--- src/rtl/tile_stat_encoder.sv ---
// rtl/tile_stat_encoder.sv - serial per-tile point statistics encoder for the pillar feature network
// Walks 8 point slots of an accepted tile, one per cycle, then holds the feature vector until taken.
module tile_stat_encoder #(
    parameter bit SKIP_EMPTY = 1'b0
) (
    input  logic          clk,
    input  logic          reset,
    input  logic          in_valid,
    output logic          in_ready,
    input  logic [1023:0] in_tile,
    input  logic [7:0]    in_mask,
    input  logic [7:0]    in_idx,
    input  logic          in_last,
    output logic          out_valid,
    input  logic          out_ready,
    output logic [175:0]  out_feat,
    output logic [7:0]    out_idx,
    output logic          out_last
);

    typedef enum logic [1:0] {IDLE, ACCUM, EMIT} state_t;

    localparam logic [31:0] MAX_Z_INIT = 32'h8000_0000;

    state_t               state;
    logic [1023:0]        tile_q;
    logic [7:0]           mask_q;
    logic [7:0]           idx_q;
    logic                 last_q;
    logic [2:0]           slot;
    logic [3:0]           count;
    logic signed [34:0]   sum_x;
    logic signed [34:0]   sum_y;
    logic signed [34:0]   sum_z;
    logic [31:0]          max_z;
    logic [31:0]          max_i;
    logic                 ready_q;
    logic                 valid_q;

    logic [127:0]         cur_pt;
    logic                 cur_hit;
    logic signed [31:0]   pt_x;
    logic signed [31:0]   pt_y;
    logic signed [31:0]   pt_z;
    logic [31:0]          pt_i;
    logic                 accept;
    logic                 skip;

    always_comb begin
        cur_pt  = tile_q[{slot, 7'd0} +: 128];
        cur_hit = mask_q[slot];
        pt_x    = cur_pt[31:0];
        pt_y    = cur_pt[63:32];
        pt_z    = cur_pt[95:64];
        pt_i    = cur_pt[127:96];
    end

    assign accept = in_valid & ready_q;
    // A last tile is never skipped so the frame boundary always reaches downstream.
    assign skip   = SKIP_EMPTY && (in_mask == 8'd0) && !in_last;

    assign in_ready  = ready_q;
    assign out_valid = valid_q;
    assign out_feat  = {3'b000, count, sum_x, sum_y, sum_z, max_z, max_i};
    assign out_idx   = idx_q;
    assign out_last  = last_q;

    always_ff @(posedge clk or negedge reset) begin
        if (!reset) begin
            state   <= IDLE;
            tile_q  <= '0;
            mask_q  <= '0;
            idx_q   <= '0;
            last_q  <= 1'b0;
            slot    <= '0;
            count   <= '0;
            sum_x   <= '0;
            sum_y   <= '0;
            sum_z   <= '0;
            max_z   <= '0;
            max_i   <= '0;
            ready_q <= 1'b0;
            valid_q <= 1'b0;
        end else begin
            case (state)
                IDLE: begin
                    ready_q <= 1'b1;
                    valid_q <= 1'b0;
                    if (accept && !skip) begin
                        tile_q  <= in_tile;
                        mask_q  <= in_mask;
                        idx_q   <= in_idx;
                        last_q  <= in_last;
                        slot    <= '0;
                        count   <= '0;
                        sum_x   <= '0;
                        sum_y   <= '0;
                        sum_z   <= '0;
                        max_z   <= MAX_Z_INIT;
                        max_i   <= '0;
                        ready_q <= 1'b0;
                        state   <= ACCUM;
                    end
                end
                ACCUM: begin
                    if (cur_hit) begin
                        count <= count + 4'd1;
                        sum_x <= sum_x + 35'(pt_x);
                        sum_y <= sum_y + 35'(pt_y);
                        sum_z <= sum_z + 35'(pt_z);
                        if (pt_z > $signed(max_z)) begin
                            max_z <= pt_z;
                        end
                        if (pt_i > max_i) begin
                            max_i <= pt_i;
                        end
                    end
                    slot <= slot + 3'd1;
                    if (slot == 3'd7) begin
                        valid_q <= 1'b1;
                        state   <= EMIT;
                    end
                end
                EMIT: begin
                    if (out_ready) begin
                        valid_q <= 1'b0;
                        ready_q <= 1'b1;
                        state   <= IDLE;
                    end
                end
                default: begin
                    ready_q <= 1'b0;
                    valid_q <= 1'b0;
                    state   <= IDLE;
                end
            endcase
        end
    end

endmodule

--- config.mk ---
export PLATFORM = sky130hd
export DESIGN_NAME = tile_stat_encoder
export DESIGN_NICKNAME = d
export VERILOG_FILES = /design/src/rtl/tile_stat_encoder.sv
export SDC_FILE = /design/constraint.sdc
export NUM_CORES = 2
export LEC_CHECK = 0
export BUFFER_PORTS_ARGS = -buffer_cell sky130_fd_sc_hd__buf_2
export CORE_AREA = 2 2 478 480
export DETAILED_ROUTE_END_ITERATION = 10
export DIE_AREA = 0 0 480 482
export PLACE_DENSITY = 0.43
export SLEW_MARGIN = 30
export SYNTH_ARGS = -nofsm -noshare
export SYNTH_HDL_FRONTEND = slang
export SYNTH_SLANG_ARGS = --single-unit
--- constraint.sdc ---
create_clock -name clk -period 15.3 [get_ports clk]
set_input_delay 2.295 -clock clk [delete_from_list [all_inputs] [get_ports clk]]
set_output_delay 2.295 -clock clk [all_outputs]
set_load 0.05 [all_outputs]
**Yosys cells after proc, flatten, opt, wreduce, memory -nomap -nowiden**

Cells that the tools add are included.

- Input bits: 1045
- Flip-flop bits (word level): 1221
- Output and inout port bits: 187
- Word-level logic and storage cells: 76

- Order comparisons: 3
- Multiplexer cells: 32
- Eq/ne operators: 9
- Reduce and logical (&&, ||, !) cells: 10
- Shifts and indexed selects: 1
- Bitwise logic cells: 2
- Add/subtract/negate cells: 5

Operator list:

| cell | count |
|---|---|
| variable part select 1024 x 11 -> 128 bit | 1 |
| one-hot mux 35 bit (2 select lines) | 3 |
| two-way mux 32 bit | 6 |
| two-way mux 35 bit | 4 |
| one-hot mux 32 bit (2 select lines) | 2 |
| adder 35 x 32 -> 35 bit | 3 |
| greater-than comparator 32 bit | 2 |
| inequality test 2 bit, second input constant | 6 |
| two-way mux 4 bit | 2 |
| one-hot mux 4 bit (2 select lines) | 1 |
| AND reduction 2 bit | 4 |
| AND reduction 4 bit | 2 |
| two-way mux 2 bit | 3 |
| one-hot mux 2 bit (3 select lines) | 1 |
| one-hot mux 3 bit (2 select lines) | 1 |
| AND reduction 3 bit | 2 |
| two-way mux 1 bit | 5 |
| adder 4 x 1 -> 4 bit, second input constant | 1 |
| less-than comparator 3 x 4 -> 1 bit, second input constant | 1 |
| adder 3 x 1 -> 3 bit, second input constant | 1 |
| binary-select mux 1 bit (select 3 bit) | 1 |
| == test 3 bit, second input constant | 1 |
| two-way mux 3 bit | 1 |
| one-hot mux 1 bit (3 select lines) | 1 |
| 7 further kinds | 7 |

**Longest topological paths before layout**

- Word-level depth: 5
- Gate-level depth with buffers: 21
- Mapped depth without buffers: 16

**Least setup slack after synthesis**

No wires, ideal clock.

- Kind: flip-flop to flip-flop
- Start: register slot[0]
- End: register sum_x[34]
- Clock period less this slack: 4.809 ns
- Path buffers: 5
- Setup slack: 10.491 ns
- Required time: 15.179 ns
- Stages on the path, launching flop included: 20
- Library setup time: 0.121 ns
- Arrival: 4.688 ns
- Cell sequence: dfrtp_1 -> buf_2 -> buf_2 -> buf_2 -> buf_1 -> mux4_2 -> mux2_2 -> ha_1 -> buf_6 -> a21o_1 -> a21o_1 -> a21oi_2 -> a31oi_1 -> o2111ai_2 -> a31oi_2 -> a221o_1 -> a21oi_2 -> xnor2_1 -> o21ai_1 -> a22o_1

- Longest elaborated chain between the ends: 4

RTL lines:

| element | RTL line | RTL |
|---|---|---|
| start, declared | 30 | `logic [2:0] slot;` |
| start signal, assigned | 118 | `slot <= slot + 3'd1;` |
| variable part select 1024 x 11 -> 128 bit or binary-select mux 1 bit (select 3 bit) (tied branches) | 50, 51 |  |
| adder 35 x 32 -> 35 bit or two-way mux 1 bit (tied branches) | 108, 51 |  |
| two-way mux 35 bit or inequality test 2 bit (tied branches) | -- |  |
| one-hot mux 35 bit (2 select lines) or AND reduction 3 bit (tied branches) | -- |  |
| end signal, assigned | 108 | `sum_x <= sum_x + 35'(pt_x);` |
| end, declared | 32 | `logic signed [34:0] sum_x;` |

Parallel ways exist; a longest one is shown, timed or not. The select of a mux whose other input is x is not followed.
A chain may end at the register's enable or synchronous reset.

**Final worst setup path**

- Start: register slot[0]
- End: register sum_z[33]

- Longest elaborated chain between the ends: 4

RTL lines:

| element | RTL line | RTL |
|---|---|---|
| variable part select 1024 x 11 -> 128 bit or binary-select mux 1 bit (select 3 bit) (tied branches) | 50, 51 |  |
| adder 35 x 32 -> 35 bit or two-way mux 1 bit (tied branches) | 110, 51 |  |
| two-way mux 35 bit or inequality test 2 bit (tied branches) | -- |  |
| one-hot mux 35 bit (2 select lines) or AND reduction 3 bit (tied branches) | -- |  |
| end signal, assigned | 110 | `sum_z <= sum_z + 35'(pt_z);` |
| end, declared | 34 | `logic signed [34:0] sum_z;` |

Parallel ways exist; a longest one is shown, timed or not. The select of a mux whose other input is x is not followed.

==> results_dict.tcl <==
set metrics [dict create \
    place_congestion 0.8565 \
    core_area_sq_mm 0.2264 \
    post-cts-setup-buffers 0 \
    min_from "tile_q[823]$_DFFE_PN0P_" \
    post-place-ws_ps 8166 \
    synth_area_leaders "dfrtp_1 51%, nand2_1 21%, mux4_2 9.8%" \
    drtAntennaViolNets 0 \
    die_x_microns 480 \
    initial_utilization_pct 26.29 \
    post-route-period-util_pct 43.48 \
    skew_ps 36.19 \
    critical-path-max-stage-delay_ps 880 \
    crit_path_frequent_cell "o21ai_1" \
    clock.fmax_ghz 0.1503 \
    rr_worst_depth 16 \
    cts_sinks 1221 \
    cp-end-kind "flip-flop" \
    drive_gt1_share_pct 25.80 \
    cts_tree "done" \
    layout_common_cells "3264 x nand2_1, 1227 x buf_2, 1218 x dfrtp_1" \
    clk_pin_slew_ps 60 \
    synthFlopType "dfrtp_1" \
    overflow 0 \
    synthArstFlopShare_pct 100.0 \
    cts_resized 0 \
    drt_iter0_drc 3566 \
    yosys.area.top_type "dfrtp_1" \
    die_height_microns 482 \
    status "finished, final reports clean" \
    hold_viol_final 0 \
    ys_seq_area_share_pct 51.33 \
    period_needed_ps 6653 \
    grt_usage_pct 21.72 \
    dpl-instance-area_sq_mm 0.06865 \
    min_to "tile_q[823]$_DFFE_PN0P_" \
    cts_root_buffer "clkbuf_16" \
    cp_cell_sequence "buf_4 -> buf_12 -> buf_6 -> mux4_2 -> mux2_2 -> ha_1 -> a211o_1 -> or3_1 -> o21ai_2 -> o21ai_1 -> a31o_1 -> a21o_1 -> a221oi_4 -> o21ai_1 -> xnor2_1 -> o21ai_1" \
    maxSlewViolCount 0 \
    synth_edf_count 0 \
    synth-seq-cells 1221 \
    cp_slowest_cell "dfrtp_4" \
    drc 0 \
    power_density_mw_per_mm2 257.5 \
    syn_to_final_growth_pct 24.45 \
    netlist.area_leader.share_pct 51.33 \
    fin_ws_ps 8647 \
    ir_worst_vdd_mv 0.1575 \
    crit_arrival_ps 7320 \
    hold_buffers 0 \
    wl_microns 256400 \
    stdcell_area_sq_mm 0.07407 \
    cts_buffers 152 \
    timing.rr.start "slot[0]$_DFFE_PN0P_" \
    first_global_vias 51150 \
    r2r_end "sum_z[33]$_DFFE_PN0P_" \
    ys_warn_count 0 \
    cts_htree_levels 4 \
    dieArea_sq_mm 0.2314 \
    worst-r2r-setup-slack_ps 8650 \
    pin_count 1232 \
    hold_path_depth 2 \
    avgSynthCellArea_sq_um 9.389 \
    grt_max_degree 196 \
    rsz0062_at_grt "no" \
    antenna_found_initial 136 \
    clk_latency_ps 820 \
    placementRows 175 \
    syn_area_sq_mm 0.05952 \
    cts_buffer_depth 3 \
    cp.required_ps 15970 \
    dr.pass1.iters 5 \
    tightest_slew_ps 987.0 \
    maxCapViolations 0 \
    synthCells 6339 \
    hpwlAfterDp_microns 194000 \
    setup_viol 0 \
    min_path_type "flip-flop to flip-flop" \
    critical_path_depth 16 \
    grt_pass1_wl_microns 366200 \
    fin_setup_tns_ps 0 \
    crit_path_max_fanout 76 \
    port-buffer-count 1228 \
    p_leak_nw 38.72 \
    final_common_cell "nand2_1" \
    hold_ws_ps 467.9 \
    path_class "flip-flop to flip-flop" \
    path_buf_inv 3 \
    viasPerCell 4.715 \
    slew-limit-headroom_pct 34.20 \
    num_vias 50000 \
    crit_family "buffers and inverters" \
    yosysUniqueCellTypes 73 \
    start_kind "flip-flop" \
    utilization_pct 32.72 \
    nets 8643 \
    wl_per_cell_microns 24.18 \
]
==> kinds of logic after synthesis <==
| kind of cell | after synthesis | share of synthesized area, % |
|---|---|---|
| AO/OA/AOI/OAI | 472 | 5.203 |
| XOR/XNOR | 92 | 1.354 |
| adder cells (fa/ha/maj) | 172 | 3.654 |
| buffers and inverters | 451 | 2.954 |
| flip-flops | 1221 | 51.33 |
| multiplexers | 419 | 12.73 |
| other | 1 | 0.006300 |
| AND/OR/NAND/NOR | 3511 | 22.76 |
==> area by class of cell <==
cell class,count,area (sq um)
diodes,41,102.6
clock buffers,222,4462
clock inverters,59,704.4
fillers,23940,152300
inverters,91,341.6
multi-input cells,4669,27270
flip-flops and latches,1221,30570
well taps,3009,3765
repair buffers,1291,6864
==> metrics by stage <==
step,cells,total power [mW]
5_1_grt,10580,20.53
3_5_place_dp,10280,15.49
2_1_floorplan,6341,12.20
3_3_place_gp,10280,15.37
6_report,10600,19.08
4_1_cts,10560,19.35
==> state kept, by name, indices dropped and copies added, names as in the netlist <==
register,flops
count,4
in_ready,1
mask_q,8
max_i,32
max_z,32
out_idx,8
out_last,1
out_valid,1
slot,3
state,2
sum_x,35
sum_y,35
sum_z,35
tile_q,1024
==> worst max path at each step <==
stage | start | endpoint
global placement | slot[0]$_DFFE_PN0P_ | sum_z[31]$_DFFE_PN0P_
finish | slot[0]$_DFFE_PN0P_ | sum_z[33]$_DFFE_PN0P_
global route | slot[0]$_DFFE_PN0P_ | sum_z[33]$_DFFE_PN0P_
CTS | slot[0]$_DFFE_PN0P_ | sum_z[33]$_DFFE_PN0P_
floorplan | slot[0]$_DFFE_PN0P_ | sum_x[34]$_DFFE_PN0P_
detailed placement | slot[0]$_DFFE_PN0P_ | sum_z[32]$_DFFE_PN0P_
==> power breakdown <==
part | switching (mW) | internal (mW)
Clock | 1.55 | 2.20
Sequential | 1.05 | 4.70
Combinational | 5.85 | 3.72
Total | 8.45 | 10.6
==> per-layer routing <==
metal | GRT usage, % | vias to the layer above | routed length [microns]
met1 | 27.91 | 24990 | 109400
met4 | 5.845 | 66 | 6889
met3 | 5.069 | 439 | 15400
li1 | - | 23020 | -
met5 | 0 | - | 414
met2 | 36.56 | 1491 | 124300
==> worst min-delay path: cells and delay by family (launching register included) <==
kind,cells,cell delay [ps]
simple gates,2,100
flops,1,340
==> synthesized netlist by cell type (31+ instances only) <==
library cell / number
nor2_1: 53
a21o_1: 78
a21oi_1: 99
xnor2_1: 48
dfrtp_1: 1221
o21ai_0: 116
nand3_1: 81
buf_2: 31
inv_1: 91
ha_1: 169
buf_1: 32
a22o_1: 34
mux4_2: 258
clkbuf_1: 292
xor2_1: 44
nand2_1: 3265
mux2_2: 125
mux2i_1: 36
Note: power is estimated with default switching activity, not from simulation.
